===== config.mk =====
export PLATFORM = sky130hd
export DESIGN_NAME = pipe_ctrl_gen
export DESIGN_NICKNAME = d
export VERILOG_FILES = /design/src/rtl/pipe_ctrl_gen.sv
export SDC_FILE = /design/constraint.sdc
export NUM_CORES = 1
export LEC_CHECK = 0
export CORE_ASPECT_RATIO = 0.5
export CORE_UTILIZATION = 37
export CTS_BUF_LIST = sky130_fd_sc_hd__clkbuf_2 sky130_fd_sc_hd__clkbuf_4 sky130_fd_sc_hd__clkbuf_8
export CTS_CLUSTER_DIAMETER = 30
export DETAILED_ROUTE_END_ITERATION = 8
export PLACE_DENSITY = 0.71
export SKIP_LAST_GASP = 1
export SLEW_MARGIN = 5
export SYNTH_ARGS = -nofsm -noshare
export SYNTH_HDL_FRONTEND = slang
export SYNTH_SLANG_ARGS = --single-unit

===== constraint.sdc =====
create_clock -name clk -period 6.3 [get_ports clk]
set_clock_uncertainty 0.05 [all_clocks]
set_input_delay 1.575 -clock clk [delete_from_list [all_inputs] [get_ports clk]]
set_output_delay 1.575 -clock clk [all_outputs]
set_load 0.05 [all_outputs]

===== src/rtl/pipe_ctrl_gen.sv =====
// +--------------------------------------------------------------------------+
// | pipe_ctrl_gen: per-stage stall/flush resolution with deferred redirects |
// | Rev 1.0                                                                  |
// +--------------------------------------------------------------------------+
`default_nettype none

module pipe_ctrl_gen #(
   parameter int NSTAGE = 6,
   parameter int CNT_W = 32,
   localparam int IDX_W = $clog2(NSTAGE)
) (
   input  logic              clk,
   input  logic              rst,
   input  logic [NSTAGE-1:0] stall_req,
   input  logic [NSTAGE-1:0] flush_req,
   input  logic              hold_all,
   input  logic              cnt_clr,
   output logic [NSTAGE-1:0] stall_o,
   output logic [NSTAGE-1:0] flush_o,
   output logic              flush_pend,
   output logic [IDX_W-1:0]  flush_pend_idx,
   output logic [CNT_W-1:0]  stall_cnt
);

   localparam logic [NSTAGE-1:0] C_STAGE0 = NSTAGE'(1);

   logic              pend_q, pend_d;
   logic [IDX_W-1:0]  idx_q, idx_d;
   logic [CNT_W-1:0]  cnt_q, cnt_d;

   logic              es_acc;
   logic [NSTAGE-1:0] es, es_up, bubble, live, blocked, flush_w;
   logic              live_any, blk_any, pend_ok, act;
   logic [IDX_W-1:0]  live_hi, blk_hi, act_idx;
   logic              unused_flush0;

   assign unused_flush0 = flush_req[0];

   // es[k]: stage k is held by its own stall or any older one
   always_comb begin
      es_acc = hold_all;
      es     = '0;
      for (int k = NSTAGE - 1; k >= 0; k--) begin
         es_acc = es_acc | stall_req[k];
         es[k]  = es_acc;
      end
   end

   // es_up[j] is the hold state of the stage just older than j
   assign es_up   = {1'b0, es[NSTAGE-1:1]};
   assign bubble  = {es[NSTAGE-2:0], 1'b0} & ~es & {NSTAGE{~hold_all}};
   assign live    = flush_req & ~es_up & {NSTAGE{~hold_all}} & ~C_STAGE0;
   assign blocked = flush_req & (es_up | {NSTAGE{hold_all}}) & ~C_STAGE0;
   assign pend_ok = pend_q & ~hold_all & ~es_up[idx_q];

   always_comb begin
      live_any = 1'b0;
      live_hi  = '0;
      blk_any  = 1'b0;
      blk_hi   = '0;
      for (int j = 1; j < NSTAGE; j++) begin
         if (live[j]) begin
            live_any = 1'b1;
            live_hi  = IDX_W'(j);
         end
         if (blocked[j]) begin
            blk_any = 1'b1;
            blk_hi  = IDX_W'(j);
         end
      end

      act     = live_any;
      act_idx = live_hi;
      if (pend_ok && (!live_any || idx_q > live_hi)) begin
         act     = 1'b1;
         act_idx = idx_q;
      end

      flush_w = bubble;
      for (int k = 0; k < NSTAGE; k++) begin
         if (act && (IDX_W'(k) < act_idx)) begin
            flush_w[k] = 1'b1;
         end
      end

      // While in reset the whole pipe is filled with bubbles
      if (rst) begin
         flush_o = '1;
         stall_o = '0;
      end else begin
         flush_o = flush_w;
         stall_o = es & ~flush_w;
      end
   end

   // Younger-or-equal blocked requests are dropped: the pending flush kills them
   always_comb begin
      pend_d = pend_q;
      idx_d  = idx_q;
      if (blk_any && (!pend_q || blk_hi > idx_q)) begin
         pend_d = 1'b1;
         idx_d  = blk_hi;
      end else if (pend_ok || (live_any && live_hi > idx_q)) begin
         pend_d = 1'b0;
      end

      cnt_d = cnt_q;
      if (cnt_clr) begin
         cnt_d = '0;
      end else if (stall_o[0] && (cnt_q != {CNT_W{1'b1}})) begin
         cnt_d = cnt_q + CNT_W'(1);
      end
   end

   always_ff @(posedge clk or posedge rst) begin
      if (rst) begin
         pend_q <= 1'b0;
         idx_q  <= '0;
         cnt_q  <= '0;
      end else begin
         pend_q <= pend_d;
         idx_q  <= idx_d;
         cnt_q  <= cnt_d;
      end
   end

   assign flush_pend     = pend_q;
   assign flush_pend_idx = idx_q;
   assign stall_cnt      = cnt_q;

endmodule

`default_nettype wire


==> metrics.md <==
| Metric | Value |
|---|---|
| Status | finished clean |
| Total power | 916.8 uW |
| Overall via count from detail_route | 2,830 |
| CP endpoint kind | primary output |
| CP Launch Point | stall_req[4] |
| DR DRC count | 0 |
| Slew margin rel. | 43.69% |
| Fin crit share | 97.57% |
| Clock sink total | 36 |
| Yosys cell types | 54 |
| Synthesized Nets | 338 |
| Syn avg cell area | 8.337 um2 |
| Final hold violation count | 0 |
| Final ANT Viol Nets | 0 |
| Sw frac | 41.97% |
| Most common cell after layout, fill and taps aside | clkdlybuf4s50_1 |
| TNS Setup | 0 ns |
| Total grt overflow | 0 |
| Slowest stage delay, CP | 0.49 ns |
| Most used DFF post-synth | dfrtp_1 |
| WP data required | 4.68 ns |
| Slew Viols, Final | 0 |
| Area Overhead vs Synth | 36.30% |
| Place WS | 0.02612 ns |
| Type of the worst min-delay path | reg -> reg |
| Fmax | 0.1627 GHz |
| Clock latency on the worst-skew pair | 0.29 ns |
| CORE AREA | 6779 um2 |
| Mapped cell area | 2626 um2 |
| EDFF count, synth | 0 |
| Global-route wire length before repair | 12.42 mm |
| Die Span Y | 61.58 um |
| Psw | 384.8 uW |
| # diodes | 0 |
| Setup violators final | 0 |
| Initial DRC count | 263 |
| Share of cells above drive strength 1 | 14.21% |
| Die width | 121.1 um |
| Initial antenna violation count | 0 |
| Flops & latches, synth | 36 |
| Min-delay src | stall_cnt[16] |
| Sequential element share of the synthesized area | 34.30% |
| CTS tree | done |
| Initial core utilization | 38.74% |
| DIE AREA | 7460 um2 |
| IO Port Bufs | 62 |
| WL per Instance | 16.28 um |
| Pint | 532.0 uW |
| CP Max Fanout | 4 |
| Worst-path clk slew | 0.07 ns |
| CP top delay family | compound AO/OA/AOI/OAI gates |
| Final #Nets | 402 |
| Crit path buffers/inverters | 2 |
| Worst setup path category | in -> out |
| Largest net degree at the start of global routing | 54 |
| H-tree depth | 2 |
| Vias in the first global route | 2,629 |
| Crit path DAT | 4.52 ns |
| FFs w/ async S/R, synth | 100.0% |
| Slowest CP cell | clkdlybuf4s50_1 |
| Post-Syn Instances | 315 |
| Maximum vdd ir drop | 124.3 uV |
| Reg power frac | 29.7% |
| HPWL after DPL | 5.452 mm |
| P_leak | 1.360 nW |
| DRT Wirelength | 7.683 mm |
| Fill cells | 617 |
| Yosys warns | 0 |
| Final Critical Period | 6.147 ns |
| Cell Chain, Critical Path | clkdlybuf4s50_1 -> nor3_2 -> o21ai_0 -> nor2_1 -> ha_1 -> nor2b_1 -> o21a_1 -> o31a_1 -> a311oi_4 -> nand2_2 -> a311o_1 -> nor2_2 -> buf_12 |
| Clock root buffer | clkbuf_8 |
| Final worst slack | 0.1534 ns |
| Clock buffer depth | 2 |
| I/O Pins | 64 |
| Standard-cell rows | 21 |
| Max_cap viols | 0 |
| Vias per inst | 5.996 |
| Critical path launch point type | primary input |
| Crit Reg-Reg Startpoint | flush_pend_idx[1] |
| Num CTS Buffers | 5 |
| PwrDens | 256.1 nW/um2 |
| DR pass1 iterations | 4 |
| All-Layer GR Usage | 20.95% |
| Most frequent cells in the layout | clkdlybuf4s50_1, dfrtp_1, a21oi_1, o31ai_1 |
| GP Congestion | 0.9047 |
| Worst Tran Pin Value | 0.8381 ns |
| Postcts setup bufs | 0 |
| Clock share of power | 22.3% |
| Comb pwr share | 48.0% |
==> path summary, 6_finish.rpt <==
path,end,depth (start not counted),slack [ns]
hold / removal,stall_cnt[16],2,0.52
min in group asynchronous,stall_cnt[27],3,1.94
max in group asynchronous,stall_cnt[31],3,3.91
hold reg to reg,stall_cnt[16],2,0.52
setup reg to reg,stall_cnt[10],12,2.84
setup / recovery,stall_o[1],13,0.15
==> cell usage after synthesis, types with 2 or more instances <==
cell type | instances | area share (%)
a31o_2 | 2 | 0.67
and3_1 | 7 | 1.7
or2_2 | 3 | 0.71
ha_1 | 7 | 3.3
a211o_1 | 2 | 0.67
o31a_1 | 3 | 1.0
nand3_1 | 15 | 2.9
inv_1 | 13 | 1.9
a211oi_1 | 3 | 0.86
nand2b_1 | 2 | 0.48
and2_1 | 2 | 0.48
and4_1 | 3 | 1.0
mux2_2 | 2 | 0.86
a21oi_1 | 35 | 6.7
dfrtp_1 | 36 | 34
or4_1 | 20 | 5.7
clkbuf_1 | 10 | 1.4
a311o_1 | 2 | 0.76
buf_2 | 5 | 0.95
nor2_1 | 23 | 3.3
o31ai_1 | 21 | 6.0
o21a_1 | 3 | 0.86
nand4_1 | 11 | 2.6
or3_1 | 8 | 1.9
a221o_1 | 2 | 0.76
nor3_1 | 5 | 0.95
o21ai_0 | 19 | 3.6
nor4b_1 | 2 | 0.67
a31oi_1 | 2 | 0.48
nor4_1 | 4 | 0.95
nor2b_1 | 5 | 1.2
nand2_1 | 15 | 2.1
buf_6 | 2 | 0.86
==> flip-flops by register name, indices dropped and copies added, names as in the netlist <==
name	count
stall_cnt	32
flush_pend_idx	3
flush_pend	1
==> cells by family (layout without fill, tap and decap cells) <==
| logic type | after synthesis | after routing | synth area share [%] |
|---|---|---|---|
| AO/OA/AOI/OAI | 108 | 108 | 27.78 |
| adder cells (fa/ha/maj) | 7 | 7 | 3.335 |
| buffers and inverters | 33 | 98 | 5.574 |
| flip-flops | 36 | 36 | 34.30 |
| multiplexers | 2 | 2 | 0.8575 |
| AND/OR/NAND/NOR | 129 | 129 | 28.16 |
==> worst min-delay path, delay by kind of cell, from the launching register on <==
kind           cells  cell delay, ns
AO/OA/AOI/OAI      2            0.13
flip-flops         1            0.41
==> final cells by class <==
class	count	area, um2	area share, %
Tap cell	92	115.1	3.216
Clock inverter	2	35.03	0.9787
Timing Repair Buffer	76	788.3	22.02
Clock buffer	6	76.32	2.132
Inverter	14	52.55	1.468
Multi-Input combinational cell	246	1612	45.02
Sequential cell	36	900.9	25.17
==> power by group through the flow <==
stage	logic, mW	registers, mW	clock network, mW
6_report	0.440	0.272	0.205
4_1_cts	0.436	0.272	0.209
5_1_grt	0.471	0.274	0.221
2_1_floorplan	0.241	0.315	0
3_3_place_gp	0.422	0.275	0
3_5_place_dp	0.434	0.276	0
==> stage by stage <==
| step | cells | area (um2) | hold slack (ns) | util, % |
|---|---|---|---|---|
| 2_1_floorplan | 315 | 2639 | 0.7223 | - |
| 3_3_place_gp | 464 | 3443 | 0.4992 | 50.79 |
| 3_5_place_dp | 464 | 3443 | 0.5131 | 50.79 |
| 4_1_cts | 472 | 3555 | 0.5242 | 52.44 |
| 5_1_grt | 472 | 3580 | 0.5481 | 52.81 |
| 6_report | 472 | 3580 | 0.5239 | 52.81 |
==> metal layers <==
metal	vias up	global-route usage [%]	wire, um	part of all wire [%]
li1	1350	-	-	-
met1	1367	26.37	3376	44
met4	0	6.349	79	1.0
met2	100	37.71	3695	48
met5	-	0	0	0
met3	13	3.796	533	6.9
==> repair_timing <==
item                                    in CTS  in global routing
gates resized for setup                      0                  8
pin swaps                                    1                  0
endpoints found under the setup margin       1                 11
hold buffers                                 0                  0
gates cloned                                 0                  0
(Power assumes the default switching activity.)
